## src/rtl/upscale_stream_feeder.sv

```systemverilog
// Ping-pong row buffer that replays each native row SCALE times vertically and
// each pixel SCALE times horizontally, tagging every beat with its phase indices.
module upscale_stream_feeder #(
  parameter int IMG_W = 128,
  parameter int IMG_H = 72,
  parameter int SCALE = 3,
  parameter int PIX_W = 8
) (
  input  logic             clk,
  input  logic             rst,
  input  logic [PIX_W-1:0] s_pixel,
  input  logic             s_valid,
  output logic             s_ready,
  output logic [PIX_W-1:0] m_pixel,
  output logic             m_valid,
  output logic [1:0]       m_h_phase,
  output logic [1:0]       m_v_phase,
  output logic             m_sol,
  output logic             m_eof,
  output logic             frame_done,
  output logic             busy
);

  localparam int CW = (IMG_W > 1) ? $clog2(IMG_W) : 1;
  localparam int RW = (IMG_H > 1) ? $clog2(IMG_H) : 1;
  localparam logic [CW-1:0] COL_LAST = CW'(IMG_W - 1);
  localparam logic [1:0]    PH_LAST  = 2'(SCALE - 1);
  localparam logic [RW-1:0] ROW_LAST = RW'(IMG_H - 1);

  typedef enum logic {IDLE, EMIT} state_t;

  logic [PIX_W-1:0] mem [2][IMG_W];
  logic [1:0]       full_q;
  logic             wr_bank_q;
  logic [CW-1:0]    wr_col_q;
  logic             rd_bank_q;
  state_t           state_q, state_d;
  logic [CW-1:0]    col_q;
  logic [1:0]       h_q, v_q;
  logic [RW-1:0]    row_cnt_q;
  logic             row_done_q, done_bank_q;
  logic             wr_fire, wr_row_end;
  logic             issue, last_h, last_col, last_v, row_end;

  assign s_ready    = ~rst & ~full_q[wr_bank_q];
  assign wr_fire    = s_valid & s_ready;
  assign wr_row_end = wr_fire && (wr_col_q == COL_LAST);
  assign busy       = (|full_q) | (state_q == EMIT) | m_valid;

  // NOTE: the pixel store has no reset; the full flags alone say which contents are live.
  always_ff @(posedge clk) begin
    if (wr_fire) mem[wr_bank_q][wr_col_q] <= s_pixel;
  end

  // NOTE: every sequential block uses non-blocking assignments so all registers
  // sample pre-edge values and simulation matches the synthesized flops.
  always_ff @(posedge clk or posedge rst) begin
    if (rst) begin
      wr_bank_q <= 1'b0;
      wr_col_q  <= '0;
    end else if (wr_fire) begin
      if (wr_row_end) begin
        wr_col_q  <= '0;
        wr_bank_q <= ~wr_bank_q;
      end else begin
        wr_col_q <= wr_col_q + CW'(1);
      end
    end
  end

  // The freed bank is released one cycle after its last beat is on the output;
  // it is always the opposite bank from any write completing in that cycle.
  always_ff @(posedge clk or posedge rst) begin
    if (rst) begin
      full_q <= '0;
    end else begin
      if (row_done_q) full_q[done_bank_q] <= 1'b0;
      if (wr_row_end) full_q[wr_bank_q]   <= 1'b1;
    end
  end

  always_ff @(posedge clk or posedge rst) begin
    if (rst) state_q <= IDLE;
    else     state_q <= state_d;
  end

  // NOTE: defaults come first so no path through this block can infer a latch.
  always_comb begin
    state_d  = state_q;
    issue    = 1'b0;
    last_h   = (h_q == PH_LAST);
    last_col = (col_q == COL_LAST);
    last_v   = (v_q == PH_LAST);
    row_end  = last_h && last_col && last_v;
    case (state_q)
      IDLE: if (full_q[rd_bank_q]) state_d = EMIT;
      EMIT: begin
        issue = 1'b1;
        if (row_end && !full_q[~rd_bank_q]) state_d = IDLE;
      end
      default: state_d = IDLE;
    endcase
  end

  always_ff @(posedge clk or posedge rst) begin
    if (rst) begin
      h_q       <= '0;
      v_q       <= '0;
      col_q     <= '0;
      rd_bank_q <= 1'b0;
      row_cnt_q <= '0;
    end else if (issue) begin
      h_q <= last_h ? 2'd0 : h_q + 2'd1;
      if (last_h) begin
        col_q <= last_col ? '0 : col_q + CW'(1);
        if (last_col) v_q <= last_v ? 2'd0 : v_q + 2'd1;
      end
      if (row_end) begin
        rd_bank_q <= ~rd_bank_q;
        row_cnt_q <= (row_cnt_q == ROW_LAST) ? '0 : row_cnt_q + RW'(1);
      end
    end
  end

  // The bank read lands directly in the output register; idle beats are zeroed.
  always_ff @(posedge clk or posedge rst) begin
    if (rst) begin
      m_valid     <= 1'b0;
      m_pixel     <= '0;
      m_h_phase   <= '0;
      m_v_phase   <= '0;
      m_sol       <= 1'b0;
      m_eof       <= 1'b0;
      frame_done  <= 1'b0;
      row_done_q  <= 1'b0;
      done_bank_q <= 1'b0;
    end else begin
      m_valid     <= issue;
      m_pixel     <= issue ? mem[rd_bank_q][col_q] : '0;
      m_h_phase   <= issue ? h_q : 2'd0;
      m_v_phase   <= issue ? v_q : 2'd0;
      m_sol       <= issue && (col_q == '0) && (h_q == 2'd0);
      m_eof       <= issue && row_end && (row_cnt_q == ROW_LAST);
      frame_done  <= m_eof;
      row_done_q  <= issue && row_end;
      done_bank_q <= rd_bank_q;
    end
  end

endmodule

```

## config.mk

```make
export PLATFORM = sky130hd
export DESIGN_NAME = upscale_stream_feeder
export DESIGN_NICKNAME = d
export VERILOG_FILES = /design/src/rtl/upscale_stream_feeder.sv
export SDC_FILE = /design/constraint.sdc
export NUM_CORES = 2
export LEC_CHECK = 0
export CORE_ASPECT_RATIO = 1.4
export CORE_MARGIN = 1.5
export CORE_UTILIZATION = 42
export CTS_CLUSTER_SIZE = 25
export DETAILED_ROUTE_END_ITERATION = 12
export GPL_TIMING_DRIVEN = 0
export SLEW_MARGIN = 20
export SYNTH_ARGS = -nofsm -noshare
export SYNTH_HDL_FRONTEND = slang
export SYNTH_SLANG_ARGS = --single-unit
```

## constraint.sdc

```tcl
create_clock -name clk -period 2.9 [get_ports clk]
set_input_delay 0.29 -clock clk [delete_from_list [all_inputs] [get_ports clk]]
set_output_delay 0.29 -clock clk [all_outputs]
set_load 0.02 [all_outputs]
```

==> flow_summary.yaml <==
setup_path:
  reg2reg_depth: 10
  path_class: "flip-flop to flip-flop"
  critPathMaxFanout: 10
  cp.required_ns: 3.60
  r2r-start: "col_q[2]$_DFFE_PP0P_"
  worst-path-buf-inv: 5
  crit_arrival_ns: 4.24
  crit_slowest_cell: "a21oi_1"
  r2r_end: "m_pixel[4]$_DFF_PP0_"
  cp-start-kind: "flip-flop"
  r2r_slack_ns: -0.65
  crit_path_end_kind: "flip-flop"
  cp_cell_sequence: "buf_4, inv_2, buf_2, buf_12, buf_6, o221ai_1, a21oi_1, o221ai_2, nor4_4, o32ai_4"
  slowest_delay_ns: 0.43
  cpLargestDelayFamily: "buffers and inverters"
synthesis:
  yosysUniqueCellTypes: 84
  synthCells: 4182
  synth_warnings: 0
  synth_area_per_cell_um2: 19.8
  synth_area_um2: 83000
  netlist_top_cells_count: "2048 x edfxtp_1, 345 x mux4_2, 315 x nor2_1"
  ys_async_sr_fraction_pct: 2.29
  yosys-top-cells-area: "edfxtp_1 74%, mux4_2 9.4%, mux2i_1 3.7%, dfrtp_1 1.4%, nor2_1 1.4%"
  yosysMostFrequentCell: "edfxtp_1"
  ys.flop_type: "edfxtp_1"
  synth_edf_count: 2048
  synth_top_area_cell: "edfxtp_1"
  ys_seq_area_share_pct: 75.6
  netlist.area_leader.share_pct: 74.1
  syn-num-nets: 4197
  ys_ff_latch: 2096
die:
  core_region_area_um2: 196000
  start_util_pct: 42.4
  dieArea_um2: 200000
  io_pins: 29
  die_w_um: 379
  rows: 192
  fp.dieH_um: 529
timing:
  hold_slack_ns: 0.272
  rsz0062_at_grt: "true"
  setup_tns_ns: -21.83
  fmax_ghz: 0.282
  worst_slew_pin_slew_ns: 1.30
  hold_violations: 0
  final_max_slew_viol_count: 0
  finalClockSkew_ns: 0.0433
  relSlewSlack_pct: 13.6
  fin_crit_sh_pct: 122
  finalCriticalPeriod_ns: 3.55
  final-setup-viol-count: 485
  fin_ws_ns: -0.649
global_routing:
  overflow: 0
  top_usage_layer: "met2"
  grt.total_usage_pct: 36.0
  grt_pass1_vias: 47400
  grt_max_degree: 125
  grt_use_met3_pct: 11.8
  met2_usage_pct: 52.5
  use_met1_pct: 41.0
  grt_pass1_wl_um: 462000
  antenna_found_initial: 29
placed_design:
  hpwl_um: 232000
  placed_area_um2: 88100
  place_congestion: 1.10
  post-place-cells: 6885
  io_buffer_count: 28
  pre_cts_ws_ns: -2.68
outcome:
  status: "finished, violations left"
  violations: "design-rule violations, negative setup slack"
final_layout:
  fin_nets: 4742
  fill_cells: 15200
  multi_input_area_um2: 21500
  design_area_um2: 102000
  syn2layout_area_growth_pct: 23.1
  stdcell_count: 7527
  drive_gt1_share_pct: 35.6
  regArea_um2: 62700
clock_network:
  clock_latency_ns: 0.86
  cts_root_buf: "clkbuf_16"
  cts_tree: "built"
  cts_buffers: 196
  cts_max_level: 4
  clkTransAtPathRegs_ns: 0.07
  cts_buffer_depth: 4
  cts.sinks: 2096
worst_hold_path:
  hold_depth: 4
  worstHoldStart: "s_valid"
  hold_path.class: "input pin to flip-flop"
  min_delay_worst_endpoint: "wr_col_q[1]$_DFFE_PP0N_"
drt:
  wirelength_um: 361000
  drt_first_iter_violations: 9396
  drt-pass1-iter-count: 11
  drc: 3
  routed_via_density: 6.76
  wire_per_inst_um: 47.9
  antenna_left: 0
  num_vias: 50900
flow_run:
  drv_cap: 0
power_and_ir_drop:
  ir_worst_vdd_v: 0.000534
  p_leak_uw: 0.0313
  powerDensity_nw_per_um2: 586
==> flip-flops by register name, indices dropped and copies added (netlist names), 2 cells and up <==
signal / cells
m_pixel: 8
mem: 2048
m_h_phase: 2
col_q: 7
m_v_phase: 2
full_q: 2
wr_col_q: 7
h_q: 2
row_cnt_q: 7
v_q: 2
==> cells by family after synthesis <==
| kind of cell | after synthesis | share of synthesized area, % |
|---|---|---|
| flops | 2096 | 75.6 |
| mux | 726 | 14.5 |
| simple gates | 625 | 3.23 |
| compound gates | 455 | 4.02 |
| buf+inv | 263 | 2.47 |
| xor+xnor | 13 | 0.137 |
| fa+ha+maj | 4 | 0.0603 |
==> worst max path at each step <==
stage / from / slack, ns / to / cells past startpoint
4_1_cts: rd_bank_q$_DFFE_PP0P_ / -0.41 / m_pixel[7]$_DFF_PP0_ / 9
3_3_place_gp: s_pixel[1] / -6.52 / mem[0][321]$_DFFE_PP_ / 1
3_5_place_dp: col_q[0]$_DFFE_PP0P_ / -2.68 / m_pixel[6]$_DFF_PP0_ / 10
5_1_grt: rd_bank_q$_DFFE_PP0P_ / -0.55 / m_pixel[4]$_DFF_PP0_ / 11
2_1_floorplan: full_q[0]$_DFF_PP0_ / 0.15 / mem[1][184]$_DFFE_PP_ / 7
6_report: col_q[2]$_DFFE_PP0P_ / -0.65 / m_pixel[4]$_DFF_PP0_ / 10
==> per-layer routing <==
layer  up-vias  routed length [µm]  part of all wire [%]
met5         -                  99                 0.027
met4        14               42600                    12
met3      1511               47500                    13
met2      4730              159000                    44
met1     26300              112000                    31
li1      18400                   -                     -
==> through the flow <==
stage	total power, µW	util (%)
floorplan	33900	-
global placement	34700	44.2
detailed placement	34500	45.0
CTS	59700	51.3
global route	60800	52.1
finish	59900	52.2
==> cell usage in the layout, fill, tap and decap left out, types with 29 or more instances in the layout <==
cell          n
nand2_1     138
clkbuf_2     34
buf_16       98
buf_6        32
clkinv_2     35
mux2_2       43
a221o_1      29
nor2_2       58
dfrtp_1      45
edfxtp_1   2048
a221oi_2     32
buf_4       206
nor2_4      189
o21ai_0      42
a21oi_1      75
mux2i_1     272
mux4_2      347
nor2_1       70
buf_12      118
clkbuf_16   202
diode_2      29
clkbuf_1     52
==> layout make-up <==
cell class	count	area share [%]
Sequential cell	2096	61.4
Multi-Input combinational cell	1823	21.0
Clock buffer	257	5.19
Timing Repair Buffer	354	4.55
Buffer	246	3.60
Tap cell	2619	3.21
Clock inverter	93	0.925
Antenna cell	29	0.0710
Inverter	10	0.0441
==> worst reg2reg max path, delay by kind of cell, from the launching register on <==
| family | cells | cell delay [ns] |
|---|---|---|
| AOI/OAI and AO/OA | 4 | 1.26 |
| buffers and inverters | 5 | 1.30 |
| DFF | 1 | 0.38 |
| and+or+nand+nor | 1 | 0.43 |
==> power by group <==
part	internal [µW]	switching (µW)	leakage [µW]
sequential	33200	1.63	0.0190
combinational	91.3	555	0.00922
clock	14400	11600	0.00305
==> timing repair <==
action	4_1_cts	5_1_grt
cloned	4	2
resized for setup	952	221
hold buffers	9	0
buffers inserted	174	83
pin swaps	76	52
setup endpoints to repair	2071	1606
endpoints found under the hold margin	440	0
Note: power is estimated with default switching activity, not from simulation.
